===== src/rtl/multicycle_control.sv =====
// Multicycle RISC-V style control FSM: fetch, decode, memory, ALU and branch sequencing.
// Optional JAL support is compiled in when MULTICYCLE_CONTROL_JAL_EN is defined.
module multicycle_control (
  input  logic       clk,
  input  logic       rst,
  input  logic [6:0] opcode,
  input  logic       zero,
  input  logic       mem_ready,
  output logic       mem_req,
  output logic       mem_we,
  output logic       addr_src,
  output logic       ir_write,
  output logic       pc_write,
  output logic       reg_write,
  output logic [1:0] alu_src_a,
  output logic [1:0] alu_src_b,
  output logic [1:0] alu_op,
  output logic [1:0] result_src,
  output logic       instr_done,
  output logic       illegal,
  output logic [3:0] state_o
);

  typedef enum logic [3:0] {
    S_FETCH   = 4'd0,
    S_DECODE  = 4'd1,
    S_MEMADR  = 4'd2,
    S_MEMRD   = 4'd3,
    S_MEMWB   = 4'd4,
    S_MEMWR   = 4'd5,
    S_EXEC_R  = 4'd6,
    S_ALUWB   = 4'd7,
    S_BEQ     = 4'd8,
    S_ILLEGAL = 4'd9
`ifdef MULTICYCLE_CONTROL_JAL_EN
    , S_JAL   = 4'd10
`endif
  } state_t;

  localparam logic [6:0] OP_R   = 7'b0110011;
  localparam logic [6:0] OP_LW  = 7'b0000011;
  localparam logic [6:0] OP_SW  = 7'b0100011;
  localparam logic [6:0] OP_BEQ = 7'b1100011;
`ifdef MULTICYCLE_CONTROL_JAL_EN
  localparam logic [6:0] OP_JAL = 7'b1101111;
`endif

  state_t state;

  always_ff @(posedge clk) begin
    if (rst) begin
      state <= S_FETCH;
    end else begin
      case (state)
        S_FETCH:  if (mem_ready) state <= S_DECODE;
        S_DECODE: begin
          case (opcode)
            OP_R:          state <= S_EXEC_R;
            OP_LW, OP_SW:  state <= S_MEMADR;
            OP_BEQ:        state <= S_BEQ;
`ifdef MULTICYCLE_CONTROL_JAL_EN
            OP_JAL:        state <= S_JAL;
`endif
            default:       state <= S_ILLEGAL;
          endcase
        end
        S_MEMADR: state <= (opcode == OP_LW) ? S_MEMRD : S_MEMWR;
        S_MEMRD:  if (mem_ready) state <= S_MEMWB;
        S_MEMWB:  state <= S_FETCH;
        S_MEMWR:  if (mem_ready) state <= S_FETCH;
        S_EXEC_R: state <= S_ALUWB;
        S_ALUWB:  state <= S_FETCH;
        S_BEQ:    state <= S_FETCH;
        S_ILLEGAL: state <= S_ILLEGAL;
`ifdef MULTICYCLE_CONTROL_JAL_EN
        S_JAL:    state <= S_ALUWB;
`endif
        default:  state <= S_FETCH;
      endcase
    end
  end

  // Outputs decode from state; only mem_ready and zero reach them combinationally.
  // Reset forces everything quiet even before the first edge has settled state.
  always_comb begin
    mem_req    = 1'b0;
    mem_we     = 1'b0;
    addr_src   = 1'b0;
    ir_write   = 1'b0;
    pc_write   = 1'b0;
    reg_write  = 1'b0;
    alu_src_a  = 2'b00;
    alu_src_b  = 2'b00;
    alu_op     = 2'b00;
    result_src = 2'b00;
    instr_done = 1'b0;
    illegal    = 1'b0;
    state_o    = rst ? S_FETCH : state;
    if (!rst) begin
      case (state)
        S_FETCH: begin
          mem_req = 1'b1;
          if (mem_ready) begin
            ir_write   = 1'b1;
            pc_write   = 1'b1;
            alu_src_b  = 2'b01;
            result_src = 2'b10;
          end
        end
        S_DECODE: begin
          alu_src_a = 2'b01;
          alu_src_b = 2'b10;
        end
        S_MEMADR: begin
          alu_src_a = 2'b10;
          alu_src_b = 2'b10;
        end
        S_MEMRD: begin
          mem_req  = 1'b1;
          addr_src = 1'b1;
        end
        S_MEMWB: begin
          reg_write  = 1'b1;
          result_src = 2'b01;
          instr_done = 1'b1;
        end
        S_MEMWR: begin
          mem_req    = 1'b1;
          mem_we     = 1'b1;
          addr_src   = 1'b1;
          instr_done = mem_ready;
        end
        S_EXEC_R: begin
          alu_src_a = 2'b10;
          alu_op    = 2'b10;
        end
        S_ALUWB: begin
          reg_write  = 1'b1;
          instr_done = 1'b1;
        end
        S_BEQ: begin
          alu_src_a  = 2'b10;
          alu_op     = 2'b01;
          pc_write   = zero;
          instr_done = 1'b1;
        end
        S_ILLEGAL: illegal = 1'b1;
`ifdef MULTICYCLE_CONTROL_JAL_EN
        S_JAL: begin
          alu_src_a = 2'b01;
          alu_src_b = 2'b01;
          pc_write  = 1'b1;
        end
`endif
        default: ;
      endcase
    end
  end

endmodule


===== config.mk =====
export PLATFORM = sky130hd
export DESIGN_NAME = multicycle_control
export DESIGN_NICKNAME = d
export VERILOG_FILES = /design/src/rtl/multicycle_control.sv
export SDC_FILE = /design/constraint.sdc
export NUM_CORES = 1
export LEC_CHECK = 0
export ABC_AREA = 1
export BUFFER_PORTS_ARGS = -buffer_cell sky130_fd_sc_hd__buf_2
export CAP_MARGIN = 10
export CORE_MARGIN = 2
export CORE_UTILIZATION = 42
export CTS_CLUSTER_DIAMETER = 80
export CTS_CLUSTER_SIZE = 25
export DETAILED_ROUTE_END_ITERATION = 7
export PLACE_DENSITY = 0.77
export SETUP_SLACK_MARGIN = 0.4
export SKIP_CTS_REPAIR_TIMING = 1
export SYNTH_ARGS = -nofsm -noshare
export SYNTH_HDL_FRONTEND = slang
export SYNTH_SLANG_ARGS = --single-unit

===== constraint.sdc =====
create_clock -name clk -period 1.2 [get_ports clk]
set_clock_uncertainty 0.1 [all_clocks]
set_input_delay 0.06 -clock clk [delete_from_list [all_inputs] [get_ports clk]]
set_output_delay 0.06 -clock clk [all_outputs]
set_load 0.02 [all_outputs]

Yosys cells after proc, flatten, opt, wreduce, memory -nomap -nowiden
Cells that the tools add are included.

Register bits after elaboration: 4. Bits of input ports: 11. Output and inout port bits: 20. Logic and storage cells: 60.

Eq/ne operators: 16. Muxes and demuxes: 34. Reduce and logical (&&, ||, !) cells: 9.

Operators by type and width (number): $pmux 4 s7 (1); $eq 4x3->1 const B (4); $mux 1 (16); $mux 4 (4); $pmux 2 s2 (4); $eq 7x6->1 const B (2); $pmux 4 s3 (1); $mux 2 (5); $reduce_or 3->1 (3); $eq 4x2->1 const B (2); $eq 4x4->1 const B (2); $reduce_or 2->1 (4); $eq 7x2->1 const B (1); $eq 7x7->1 const B (1); $ne 2x2->1 const B (3); $eq 4x1->1 const B (1); $logic_not 4->1 (1); $pmux 1 s2 (2); $mux 3 (1); $reduce_and 3->1 (1).

Depth between registers and ports, before layout
Depth after elaboration: 4. Gate-level depth with buffers: 9. Gate-level depth less buffers: 9.

Worst setup path before layout
No wires, ideal clock.

Path type: flip-flop to output port. Start point: reg state[2]. End point: out instr_done. Data arrival time: 1369 ps. Required time: 1040 ps. Setup slack: -329 ps. Cell stages (with the launch flop): 5. Buffers on the path: 0. Cells stage by stage: dfxtp_1 > inv_1 > nor2_1 > nand2_1 > o211ai_1.

Word-level cells in the longest chain between the ends: 4. Elaborated cells on any way between the ends: 7. Those cells by class: eq/ne: 4; mux: 2; reduce/logical: 1.

RTL lines: from (decl) (line 48) `state_t state;`; from (signal assigned) (line 67) `S_MEMADR: state <= (opcode == OP_LW) ? S_MEMRD : S_MEMWR;`; $eq 4x4->1 / $eq 4x3->1 (equally long branches) (line 100) `case (state)`; $reduce_or 3->1 (no line); $pmux 1 s2 * (line 100); $mux 1 * (line 99) `if (!rst) begin`; to (decl) (line 19) `output logic instr_done,`.

Every way passes the cells marked *; elsewhere a longest branch is shown, timed or not.

Worst setup path after layout
Start point: reg state[3]. End point: out mem_req.

Word-level cells in the longest chain between the ends: 4. Elaborated cells on any way between the ends: 6. Those cells by class: eq/ne: 2; mux: 2; reduce/logical: 2.

RTL lines: $eq 4x3->1, or another cell as far along (line 100); $reduce_or 3->1 (no line) *; $mux 1 * (line 100); $mux 1 * (line 99); to (decl) (line 9) `output logic mem_req,`.

Marked as above.

==> insert_results.sql <==
INSERT INTO impl_metrics (metric_group, metric, value, unit) VALUES
('synth', 'syn_avg_cell_area', '4.883', 'sq um'),
('placement', 'port_buffers', '30', ''),
('setup_path', 'critPathMaxFanout', '3', ''),
('synth', 'ys_warn_count', '0', ''),
('routing', 'drt-vias-per-instance', '5.616', ''),
('clock_network', 'clock_transition_at_the_registers_of_the_reported_paths', '40', 'ps'),
('hold_path', 'startpoint_of_the_most_critical_hold_path', 'opcode[6]', ''),
('placement', 'dpl-instance-area', '838.3', 'sq um'),
('finish', 'regArea', '95.09', 'sq um'),
('setup_path', 'worstSetupStartpointType', 'flop', ''),
('floorplan', 'initial_utilization', '0.4349', ''),
('global_routing', 'antenna_found_initial', '0', ''),
('clock_network', 'worstSkewPairLatency', '250', 'ps'),
('synth', 'syn_nets', '124', ''),
('floorplan', 'design.die.area', '1620', 'sq um'),
('power', 'power.static_leakage', '0.0006101', 'uW'),
('timing', 'finalSetupViolations', '23', ''),
('timing', 'achievable-frequency', '624.8', 'MHz'),
('finish', 'num-nets-final', '174', ''),
('synth', 'share_of_the_yosys_chip_area_belonging_to_registers', '0.1451', ''),
('setup_path', 'data_arrival_critical_path', '1440', 'ps'),
('setup_path', 'critical_path_required', '1040', 'ps'),
('timing', 'layout_min_cycle_time', '1600', 'ps'),
('global_routing', 'vias_in_the_first_global_route', '644', ''),
('routing', 'detail_route.drc_violations', '0', ''),
('finish', 'largest_register_ffs', '4', ''),
('clock_network', 'cts_buffer_depth', '2', ''),
('placement', 'finalWeightedCongestion', '0.8674', ''),
('timing', 'layout_setup_ws', '-400.4', 'ps'),
('finish', 'max_flop_register', 'state', ''),
('placement', 'place.detailed.instances', '165', ''),
('status', 'status', 'finished with violations', ''),
('synth', 'synth_cell_type_count', '17', ''),
('setup_path', 'regToRegSetupSlack', '-200', 'ps'),
('timing', 'drv_slew', '0', ''),
('finish', 'final-instance-count-excl-fill', '177', ''),
('synth', 'mappedNetlistArea', '551.8', 'sq um'),
('floorplan', 'dieWidth', '40.25', 'microns'),
('global_routing', 'total_global_routing_track_utilization', '0.2494', ''),
('clock_network', 'cts_inserted_buffers', '3', ''),
('routing', 'detail-route-antenna-nets', '0', ''),
('finish', 'finalCoreUtilization', '0.8866', ''),
('global_routing', 'grt_most_used_layer', 'met2', ''),
('routing', 'detailedRoute.firstIterationViolations', '40', ''),
('global_routing', 'grt_first_pass_wirelength', '2.684', 'mm'),
('finish', 'antennaDiodeCount', '0', ''),
('finish', 'reg.largest.list', 'state: 4 flops', ''),
('finish', 'synthToLayoutAreaGrowth', '103.9', '%'),
('status', 'failed_checks', 'setup timing', ''),
('synth', 'ys_ff_latch', '4', ''),
('global_routing', 'groute.layer.met3.usage', '0.01667', ''),
('finish', 'multi_input_comb_area', '518.0', 'sq um'),
('floorplan', 'chipHeight', '40.25', 'microns'),
('finish', 'ratio_of_cells_with_drive_above_1_in_the_final_layout', '0.5741', ''),
('finish', 'fillCellCount', '57', ''),
('finish', 'post-route-cell-area', '1125', 'sq um'),
('setup_path', 'worst_r2r_endpoint', 'state[0]', ''),
('global_routing', 'grt_overflow_total', '0', ''),
('timing', 'final-hold-violation-count', '0', ''),
('timing', 'slew-limit-headroom', '0.8094', ''),
('global_routing', 'gr-usage-met1', '0.3245', ''),
('timing', 'worstMarginPinSlew', '282.9', 'ps'),
('clock_network', 'cts_root_buffer', 'sky130_fd_sc_hd__clkbuf_4', ''),
('routing', 'count_of_tritonroute_iterations_in_the_first_routing_pass', '4', ''),
('global_routing', 'pin_count_of_the_biggest_net_entering_global_routing', '10', ''),
('global_routing', 'use_met2', '0.4234', ''),
('clock_network', 'clock_sinks', '4', ''),
('hold_path', 'hold-path-cell-count', '6', ''),
('flow_run', 'maxCapViolations', '0', ''),
('placement', 'dp.final_hpwl', '1.423', 'mm'),
('setup_path', 'worst_r2r_path_depth', '8', '');
[synth_stat cells]
cell type | count | share of area
sky130_fd_sc_hd__nand2_1 | 37 | 0.25
sky130_fd_sc_hd__nor2_1 | 27 | 0.18
sky130_fd_sc_hd__inv_1 | 15 | 0.10
sky130_fd_sc_hd__nand3_1 | 6 | 0.054
sky130_fd_sc_hd__a21oi_1 | 5 | 0.045
sky130_fd_sc_hd__dfxtp_1 | 4 | 0.15
sky130_fd_sc_hd__nand2_2 | 3 | 0.034
sky130_fd_sc_hd__o21ai_0 | 3 | 0.027
sky130_fd_sc_hd__buf_4 | 2 | 0.027
sky130_fd_sc_hd__nand3_2 | 2 | 0.036
sky130_fd_sc_hd__nor2_2 | 2 | 0.023
sky130_fd_sc_hd__nor3_1 | 2 | 0.018
sky130_fd_sc_hd__clkbuf_1 | 1 | 0.0068
sky130_fd_sc_hd__clkinv_2 | 1 | 0.0091
sky130_fd_sc_hd__inv_2 | 1 | 0.0068
sky130_fd_sc_hd__o2111ai_1 | 1 | 0.016
sky130_fd_sc_hd__o211ai_1 | 1 | 0.014
[power by group]
part,leakage (uW),switching (uW),internal [uW]
combinational,0.000560,717,553
sequential,0.0000356,60.1,174
clock,0.0000150,73.7,126
[worst max-delay path by stage]
stage              from      endpoint  cells past startpoint
6_report       state[3]       mem_req                      8
2_1_floorplan  state[1]  alu_src_b[0]                      6
4_1_cts        state[1]    instr_done                      6
3_3_place_gp   state[1]    instr_done                      6
5_1_grt        state[1]       mem_req                      7
3_5_place_dp   state[1]    instr_done                      6
[worst max-delay path: stages (launching register included)]
cell	delay [ps]
sky130_fd_sc_hd__dfxtp_4	380
sky130_fd_sc_hd__inv_4	60
sky130_fd_sc_hd__nand2_4	100
sky130_fd_sc_hd__nor2_2	50
sky130_fd_sc_hd__inv_1	110
sky130_fd_sc_hd__nand2_1	70
sky130_fd_sc_hd__o21ai_0	190
sky130_fd_sc_hd__inv_1	70
sky130_fd_sc_hd__buf_2	160
[per-stage QoR]
step,hold slack (ps),total power [uW]
final,170.6,1703
after global routing,205.3,1782
after CTS,145.4,1233
after detailed placement,376.0,1037
after global placement,377.8,1020
after floorplan,49.68,792.6
[layer usage]
metal | vias up | share of wire
met3 | 31 | 0.078
met2 | 75 | 0.46
met4 | 0 | 0.084
met5 | - | 0
met1 | 443 | 0.38
li1 | 445 | -
[layout make-up]
class                           instances  share of cell area
Multi-Input combinational cell         89              0.4605
Timing Repair Buffer                   48              0.3493
Sequential cell                         4             0.08454
Inverter                               17             0.06563
Clock buffer                            4             0.02336
Tap cell                               15             0.01669
[cell usage in the layout, fill, tap and decap left out]
master | synthesis | layout
sky130_fd_sc_hd__nand2_1 | 37 | 30
sky130_fd_sc_hd__a21oi_1 | 5 | 3
sky130_fd_sc_hd__o21ai_1 | 0 | 1
sky130_fd_sc_hd__nor2_2 | 2 | 6
sky130_fd_sc_hd__o2111ai_1 | 1 | 1
sky130_fd_sc_hd__inv_1 | 15 | 10
sky130_fd_sc_hd__dfxtp_4 | 0 | 4
sky130_fd_sc_hd__clkbuf_4 | 0 | 3
sky130_fd_sc_hd__nand2_4 | 0 | 3
sky130_fd_sc_hd__inv_2 | 1 | 3
sky130_fd_sc_hd__clkbuf_1 | 1 | 1
sky130_fd_sc_hd__o211ai_1 | 1 | 1
sky130_fd_sc_hd__o21ai_0 | 3 | 2
sky130_fd_sc_hd__buf_6 | 0 | 16
sky130_fd_sc_hd__nor2_4 | 0 | 10
sky130_fd_sc_hd__buf_2 | 0 | 11
sky130_fd_sc_hd__nor2_1 | 27 | 13
sky130_fd_sc_hd__nand3_2 | 2 | 2
sky130_fd_sc_hd__a21oi_2 | 0 | 2
sky130_fd_sc_hd__nand2_2 | 3 | 7
sky130_fd_sc_hd__inv_4 | 0 | 4
sky130_fd_sc_hd__nor3_2 | 0 | 1
sky130_fd_sc_hd__nand3_1 | 6 | 6
sky130_fd_sc_hd__nor3_1 | 2 | 1
sky130_fd_sc_hd__buf_4 | 2 | 21
[logic make-up after synthesis]
family          after synthesis  synth area share
simple gates                 79            0.6009
compound gates               10            0.1020
flops                         4            0.1451
buf+inv                      20            0.1519
Power figures use the tool's default switching activity.
